### config.mk
export PLATFORM = sky130hd
export DESIGN_NAME = alu_req_arbiter
export DESIGN_NICKNAME = d
export VERILOG_FILES = /design/src/rtl/alu_pkg.sv /design/src/rtl/rr_arb2.sv /design/src/rtl/alu_req_arbiter.sv
export SDC_FILE = /design/constraint.sdc
export NUM_CORES = 1
export LEC_CHECK = 0
export BUFFER_PORTS_ARGS = -buffer_cell sky130_fd_sc_hd__buf_2
export CAP_MARGIN = 10
export CORE_MARGIN = 2
export CORE_UTILIZATION = 40
export DETAILED_ROUTE_END_ITERATION = 8
export PLACE_DENSITY_LB_ADDON = 0.12
export SYNTH_ARGS = -nofsm -noshare
export SYNTH_HDL_FRONTEND = slang
export SYNTH_SLANG_ARGS = --single-unit
### constraint.sdc
create_clock -name i_clk -period 1.8 [get_ports i_clk]
set_input_delay 0.36 -clock i_clk [delete_from_list [all_inputs] [get_ports i_clk]]
set_output_delay 0.36 -clock i_clk [all_outputs]
set_load 0.01 [all_outputs]
### src/rtl/alu_pkg.sv
// rtl/alu_pkg.sv - shared opcodes, flag indices and FSM encoding for the ALU request arbiter
package alu_pkg;

    localparam logic [1:0] OP_SUB  = 2'b00;
    localparam logic [1:0] OP_NAND = 2'b01;
    localparam logic [1:0] OP_ONES = 2'b10;
    localparam logic [1:0] OP_DEC  = 2'b11;

    localparam int FLAG_ERR = 0;
    localparam int FLAG_NEG = 1;
    localparam int FLAG_POS = 2;
    localparam int FLAG_OVF = 3;

    typedef enum logic [1:0] {
        IDLE = 2'd0,
        EXEC = 2'd1,
        RESP = 2'd2
    } arb_state_e;

endpackage

### src/rtl/rr_arb2.sv
// rtl/rr_arb2.sv - two-way round-robin grant from valids and the previous winner
module rr_arb2 (
    input  logic i_valid0,
    input  logic i_valid1,
    input  logic i_last_grant,
    output logic o_grant0,
    output logic o_grant1
);

    // On contention the requester that did not win last time goes first.
    always_comb begin
        o_grant0 = i_valid0 & (~i_valid1 | i_last_grant);
        o_grant1 = i_valid1 & (~i_valid0 | ~i_last_grant);
    end

endmodule

### src/rtl/alu_req_arbiter.sv
// rtl/alu_req_arbiter.sv - shares one combinational ALU between two requesters; ALU_ERR_CNT_EN adds o_err_cnt
module alu_req_arbiter
    import alu_pkg::*;
#(
    parameter int WIDTH = 4,
    parameter int OPW   = 2
) (
    input  logic             i_clk,
    input  logic             i_rstn,
`ifdef ALU_ERR_CNT_EN
    output logic [7:0]       o_err_cnt,
`endif
    input  logic             i_req0_valid,
    output logic             o_req0_ready,
    input  logic [OPW-1:0]   i_req0_oper,
    input  logic [WIDTH-1:0] i_req0_arg0,
    input  logic [WIDTH-1:0] i_req0_arg1,
    input  logic             i_req1_valid,
    output logic             o_req1_ready,
    input  logic [OPW-1:0]   i_req1_oper,
    input  logic [WIDTH-1:0] i_req1_arg0,
    input  logic [WIDTH-1:0] i_req1_arg1,
    output logic [WIDTH-1:0] o_alu_arg0,
    output logic [WIDTH-1:0] o_alu_arg1,
    output logic [OPW-1:0]   o_alu_oper,
    input  logic [WIDTH-1:0] i_alu_result,
    input  logic [3:0]       i_alu_flag,
    output logic             o_rsp_valid,
    input  logic             i_rsp_ready,
    output logic             o_rsp_id,
    output logic [WIDTH-1:0] o_rsp_result,
    output logic [3:0]       o_rsp_flag
);

    arb_state_e       state_q, state_d;
    logic             last_grant_q, last_grant_d;
    logic             id_q, id_d;
    logic [WIDTH-1:0] alu_arg0_q, alu_arg0_d;
    logic [WIDTH-1:0] alu_arg1_q, alu_arg1_d;
    logic [OPW-1:0]   alu_oper_q, alu_oper_d;
    logic             rsp_valid_q, rsp_valid_d;
    logic             rsp_id_q, rsp_id_d;
    logic [WIDTH-1:0] rsp_result_q, rsp_result_d;
    logic [3:0]       rsp_flag_q, rsp_flag_d;
    logic             grant0, grant1;

    rr_arb2 u_rr_arb2 (
        .i_valid0     (i_req0_valid),
        .i_valid1     (i_req1_valid),
        .i_last_grant (last_grant_q),
        .o_grant0     (grant0),
        .o_grant1     (grant1)
    );

    always_comb begin
        state_d      = state_q;
        last_grant_d = last_grant_q;
        id_d         = id_q;
        alu_arg0_d   = alu_arg0_q;
        alu_arg1_d   = alu_arg1_q;
        alu_oper_d   = alu_oper_q;
        rsp_valid_d  = rsp_valid_q;
        rsp_id_d     = rsp_id_q;
        rsp_result_d = rsp_result_q;
        rsp_flag_d   = rsp_flag_q;
        o_req0_ready = (state_q == IDLE) & grant0;
        o_req1_ready = (state_q == IDLE) & grant1;

        case (state_q)
            IDLE: begin
                if (grant0 | grant1) begin
                    alu_arg0_d   = grant1 ? i_req1_arg0 : i_req0_arg0;
                    alu_arg1_d   = grant1 ? i_req1_arg1 : i_req0_arg1;
                    alu_oper_d   = grant1 ? i_req1_oper : i_req0_oper;
                    id_d         = grant1;
                    last_grant_d = grant1;
                    state_d      = EXEC;
                end
            end
            // The ALU has had a full cycle on the registered operands; sample it now.
            EXEC: begin
                rsp_result_d = i_alu_result;
                rsp_flag_d   = i_alu_flag;
                rsp_id_d     = id_q;
                rsp_valid_d  = 1'b1;
                state_d      = RESP;
            end
            RESP: begin
                if (i_rsp_ready) begin
                    rsp_valid_d = 1'b0;
                    state_d     = IDLE;
                end
            end
            default: state_d = IDLE;
        endcase
    end

    always_ff @(posedge i_clk) begin
        if (!i_rstn) begin
            state_q      <= IDLE;
            last_grant_q <= 1'b1;
            id_q         <= 1'b0;
            alu_arg0_q   <= '0;
            alu_arg1_q   <= '0;
            alu_oper_q   <= '0;
            rsp_valid_q  <= 1'b0;
            rsp_id_q     <= 1'b0;
            rsp_result_q <= '0;
            rsp_flag_q   <= '0;
        end else begin
            state_q      <= state_d;
            last_grant_q <= last_grant_d;
            id_q         <= id_d;
            alu_arg0_q   <= alu_arg0_d;
            alu_arg1_q   <= alu_arg1_d;
            alu_oper_q   <= alu_oper_d;
            rsp_valid_q  <= rsp_valid_d;
            rsp_id_q     <= rsp_id_d;
            rsp_result_q <= rsp_result_d;
            rsp_flag_q   <= rsp_flag_d;
        end
    end

`ifdef ALU_ERR_CNT_EN
    logic [7:0] err_cnt_q, err_cnt_d;

    always_comb begin
        err_cnt_d = err_cnt_q;
        if (rsp_valid_q && i_rsp_ready && rsp_flag_q[FLAG_ERR] && (err_cnt_q != 8'hFF)) begin
            err_cnt_d = err_cnt_q + 8'd1;
        end
    end

    always_ff @(posedge i_clk) begin
        if (!i_rstn) begin
            err_cnt_q <= '0;
        end else begin
            err_cnt_q <= err_cnt_d;
        end
    end

    assign o_err_cnt = err_cnt_q;
`endif

    assign o_alu_arg0   = alu_arg0_q;
    assign o_alu_arg1   = alu_arg1_q;
    assign o_alu_oper   = alu_oper_q;
    assign o_rsp_valid  = rsp_valid_q;
    assign o_rsp_id     = rsp_id_q;
    assign o_rsp_result = rsp_result_q;
    assign o_rsp_flag   = rsp_flag_q;

endmodule

==> results.toml, run 1 <==
[place]
dp_cells = 200
dp_hpwl_um = 1730
port-buffer-count = 54
post_dp_cell_area_mm2 = 0.00128
place_congestion = 0.689
place_ws_ns = 0.305

[global_routing]
globalRouteMet3Util = 0.0355
grt_max_degree = 15
grtUsageMet2 = 0.289
top_usage_layer = "met2"
grt-ovfl-total = 0
grt_use_total = 0.168
grt_use_met1 = 0.209
grt_pass1_vias = 854
grt_first_pass_wirelength_um = 3610
antenna_found_initial = 0

[yosys]
synth_top_area_share = 0.475
ys_warn_count = 0
synth_common_cells = "nand2_1 (40), dfxtp_1 (24), a21oi_1 (21)"
netlist_area_mm2 = 0.00101
async_flop_share = 0
synth_edf_count = 0
ys_ff_latch = 24
synth_nets = 156
synth_cell_types = 25
synth_flop_cell = "dfxtp_1"
seq_area_frac_synth = 0.475
yosysMostFrequentCell = "nand2_1"
syn_inst = 123
synth.avg_cell_area_um2 = 8.22
synthTopCellsByArea = "dfxtp_1 (48%), nand2_1 (15%), a21oi_1 (10%)"
synth.largest_area_cell = "dfxtp_1"

[worst_setup_path]
r2r_start = "state_q[1]"
r2r-end = "o_alu_oper[1]"
cp.required_ns = 1.44
cp_max_fo = 7
end_kind = "output port"
cp_data_arrival_time_ns = 1.34
r2r_slack_ns = 0.44
criticalPathCategory = "register to output port"
critPathLaunchType = "register"
reg2reg_depth = 3

[final_layout]
drive_gt1_frac = 0.399
finalNonFillerCells = 203
fillers = 249
seqCellArea_um2 = 483
postLayoutCoreUtil = 0.540
area_growth_pct = 29.8
diodes = 0
fin_area_mm2 = 0.00131
nets = 208
multi_input_area_um2 = 477

[route]
drt_first_pass_iters = 4
ant_nets = 0
routed_wirelength_um = 2360
drt_iter0_drc = 17
num_vias = 1021
drc = 0
via_per_inst = 5.03
wl_per_cell_um = 11.6

[worst_hold_path]
whs_path_depth = 2
min_from = "i_rstn"
hp-class = "input port to register"
whs_endpoint = "last_grant_q"

[pwr]
power.static_leakage_nw = 0.627
power_density_mw_per_mm2 = 845
p_total_mw = 1.11
ir_drop_uv = 480

[sta]
timing_worst_slew_pin_value_ns = 0.543
drv_slew = 0
fin_setup_tns_ns = 0
period_needed_ns = 1.70
finClkSkew_ns = 0.00110
setup_slack_ns = 0.0971
relSlewSlack = 0.638
hold_viol = 0
fin_crit_sh = 0.946
max_freq_mhz = 587
hold-worst-slack_ns = 0.272
rsz0062_at_grt = "no"
setup_viol = 0

[clock_tree]
ctsHtreeMaxLevel = 1
worstSkewPairLatency_ns = 0.30
cts_tree = "yes"
cts_buffer_depth = 2
clkSinkCount = 24
cts_inserted_buffers = 3
path_clk_slew_ns = 0.12
clk_root_buffer_cell = "clkbuf_4"
cts_setup_buffers = 0

[die]
die_x_um = 54.3
initial_core_util = 0.416
die_h_um = 54.3
core_mm2 = 0.00243
num_rows = 18
dieArea_mm2 = 0.00295
ios = 55

[outcome]
outcome = "complete, no violations"

[flow_run]
maxCapViolCount = 0
[kinds of logic (layout without fill, tap and decap cells)]
logic type | count (synthesis) | in the layout | synth area share
buffers and inverters | 11 | 61 | 0.0557
flip-flops | 24 | 24 | 0.475
AO/OA/AOI/OAI | 36 | 36 | 0.244
AND/OR/NAND/NOR | 52 | 52 | 0.225
[flip-flops by register name (all words and copies together) (netlist names)]
signal / count
id_q: 1
last_grant_q: 1
o_alu_arg0: 4
o_alu_arg1: 4
o_alu_oper: 2
o_rsp_flag: 4
o_rsp_id: 1
o_rsp_result: 4
o_rsp_valid: 1
state_q: 2
[report_power, final]
| group | total [mW] | internal [mW] | switching [mW] | leakage [nW] |
|---|---|---|---|---|
| registers | 0.615 | 0.583 | 0.0319 | 0.199 |
| logic | 0.271 | 0.123 | 0.148 | 0.414 |
| clock network | 0.223 | 0.0778 | 0.145 | 0.0138 |
[worst max-delay path, stage by stage (launching register included)]
cell	delay, ns
dfxtp_2	0.37
or3b_4	0.40
a21oi_1	0.13
buf_2	0.14
[worst max path at each step]
| stage | start | end | slack [ns] | depth (start not counted) |
|---|---|---|---|---|
| after floorplan | i_req1_valid | o_req1_ready | 0.45 | 3 |
| after global placement | i_req0_valid | o_req0_ready | 0.34 | 4 |
| after detailed placement | i_req0_valid | o_req0_ready | 0.30 | 4 |
| after CTS | state_q[1] | o_req0_ready | 0.03 | 3 |
| after global routing | state_q[1] | o_req0_ready | 0.01 | 3 |
| final | state_q[1] | o_req0_ready | 0.1 | 3 |
[cell type report]
type                    instances  area share
flip-flops and latches         24       0.368
well taps                      30      0.0286
clock buffers                   3      0.0172
inverters                       2     0.00572
multi-input cells              88       0.363
repair buffers                 56       0.217
[layer usage]
layer | wire, um | vias up
met5 | 0 | -
met3 | 189 | 2
met2 | 1060 | 39
met1 | 1100 | 455
met4 | 14 | 0
li1 | - | 525
[cells in the final DEF, fill, tap and decap left out, drive strengths merged, types with 2 or more instances in the layout]
master,synthesis,layout
nor2,3,3
buf,7,56
dfxtp,24,24
a21oi,21,21
or3b,2,2
clkbuf,2,3
nand2,40,40
a311oi,10,10
inv,2,2
[timing repair]
| item | CTS | global route |
|---|---|---|
| resized for setup | 0 | 3 |
| hold buffers | 0 | 0 |
| setup endpoints to repair | 0 | 1 |
No activity file was read; power rests on OpenSTA's default activity.
==> run 2, diff against run 1 <==
--- a/config.mk
+++ b/config.mk
@@ -10,7 +10,7 @@
 export CORE_MARGIN = 2
 export CORE_UTILIZATION = 40
 export DETAILED_ROUTE_END_ITERATION = 8
-export PLACE_DENSITY_LB_ADDON = 0.12
+export PLACE_DENSITY = 0.73
 export SYNTH_ARGS = -nofsm -noshare
 export SYNTH_HDL_FRONTEND = slang
 export SYNTH_SLANG_ARGS = --single-unit
==> run 2 against run 1 <==
Against the previous run: sequential power about the same; global-route usage is 0.73 points higher; sequential share of layout area grew 0.070 points; clock power decreased by 2%; critical path depth is the same; register-to-register slack about the same; non-clock buffer count unchanged; wire length decreased by 1.4%; critical endpoint unchanged.
==> results.toml, run 2 (synthesis results as in run 1) <==
[worst_setup_path]
cp_max_fo = 7
reg2reg_depth = 3
end_kind = "output port"
cp.required_ns = 1.44
critPathLaunchType = "register"
criticalPathCategory = "register to output port"
cp_data_arrival_time_ns = 1.36

[clock_tree]
cts_tree = "yes"
worstSkewPairLatency_ns = 0.30
path_clk_slew_ns = 0.12
clkSinkCount = 24
cts_hold_buf = 0
clk_root_buffer_cell = "clkbuf_4"
ctsHtreeMaxLevel = 1
cts_inserted_buffers = 3
cts_buffer_depth = 2

[place]
dp_hpwl_um = 1750
port-buffer-count = 54
place_congestion = 0.694

[final_layout]
drive_gt1_frac = 0.393
layout_common_cells = "buf_2 (54), nand2_1 (40), dfxtp_1 (22)"
layout_commonest_cell = "buf_2"
nets = 208
diodes = 0
postLayoutCoreUtil = 0.539
multi_input_area_um2 = 474
area_growth_pct = 29.6
fillers = 249
seqCellArea_um2 = 483

[pwr]
p_comb_frac = 0.244
p_total_mw = 1.10
power_density_mw_per_mm2 = 842
p_sw_frac = 0.291
p_seq_frac = 0.558
power.static_leakage_nw = 0.627
p_int_uw = 782
ir_drop_uv = 481
clkPwrFrac = 0.198
p_switching_uw = 321

[global_routing]
globalRouteMet3Util = 0.0328
grt_pass1_vias = 938
antenna_found_initial = 0
grtUsageMet2 = 0.311
grt_max_degree = 15
grt_use_met1 = 0.203
grt_first_pass_wirelength_um = 3780
grt_use_total = 0.175
top_usage_layer = "met2"
grt-ovfl-total = 0

[die]
die_x_um = 54.3
ios = 55
initial_core_util = 0.416
num_rows = 18
dieArea_mm2 = 0.00295
core_mm2 = 0.00243
die_h_um = 54.3

[sta]
setup_viol = 0
timing_worst_slew_pin_value_ns = 0.513
rsz0062_at_grt = "no"
max_freq_mhz = 580
hold_viol = 0
fin_crit_sh = 0.958
finClkSkew_ns = 0.00359
drv_slew = 0
relSlewSlack = 0.658
period_needed_ns = 1.72
fin_setup_tns_ns = 0

[flow_run]
maxCapViolCount = 0

[route]
routed_wirelength_um = 2330
wl_per_cell_um = 11.5
ant_nets = 0
drt_iter0_drc = 4
drc = 0
via_per_inst = 5.04
num_vias = 1024
drt_first_pass_iters = 3

[worst_hold_path]
whs_path_depth = 2
hp-class = "input port to register"

[outcome]
outcome = "complete, no violations"
## run 2: cell types whose count changed in the layout (fill, tap and decap cells not counted)
cell    change
or3b_1      +1
or3b_4      -1
## run 2: layer usage
layer,wire length (um),part of all wire
met4,10,0.0043
met1,1040,0.45
met3,187,0.080
met2,1090,0.47
met5,0,0
## run 2: layout make-up
cell class                      count  share of cell area
Sequential cell                    24               0.369
Inverter                            2             0.00573
Timing Repair Buffer               56               0.218
Multi-Input combinational cell     88               0.362
Tap cell                           30              0.0287
Clock buffer                        3              0.0172
## run 2: power groups by stage
stage,logic [mW],registers [mW],clock network (mW)
4_1_cts,0.272,0.615,0.233
6_report,0.269,0.616,0.218
2_1_floorplan,0.153,0.644,0
5_1_grt,0.305,0.621,0.254
3_3_place_gp,0.265,0.625,0
3_5_place_dp,0.272,0.627,0
## run 2: final timing paths
| path | end | start | slack (ns) |
|---|---|---|---|
| hold / removal | last_grant_q | i_rstn | 0.27 |
| setup / recovery | o_req0_ready | state_q[1] | 0.08 |
| setup reg to reg | o_alu_arg1[1] | state_q[1] | 0.44 |
| hold reg to reg | o_rsp_flag[2] | o_rsp_flag[2] | 0.46 |
## run 2: critical path, cell delays in order (launching register included)
cell and delay [ns]:
dfxtp_2 0.38, or3b_1 0.42, a21oi_1 0.13, buf_2 0.14
## run 2: timing repair
action,CTS,global route
resized for setup,0,2
setup endpoints to repair,0,1
setup buffers,0,0
## run 2: per-stage QoR
step,setup slack [ns],instance area (um2),hold slack (ns),cells
3_5_place_dp,0.310,1280,0.447,200
6_report,0.0764,1310,0.272,203
5_1_grt,0.00120,1310,0.271,203
2_1_floorplan,0.450,1010,0.432,123
3_3_place_gp,0.336,1280,0.440,200
4_1_cts,0.0192,1310,0.261,203
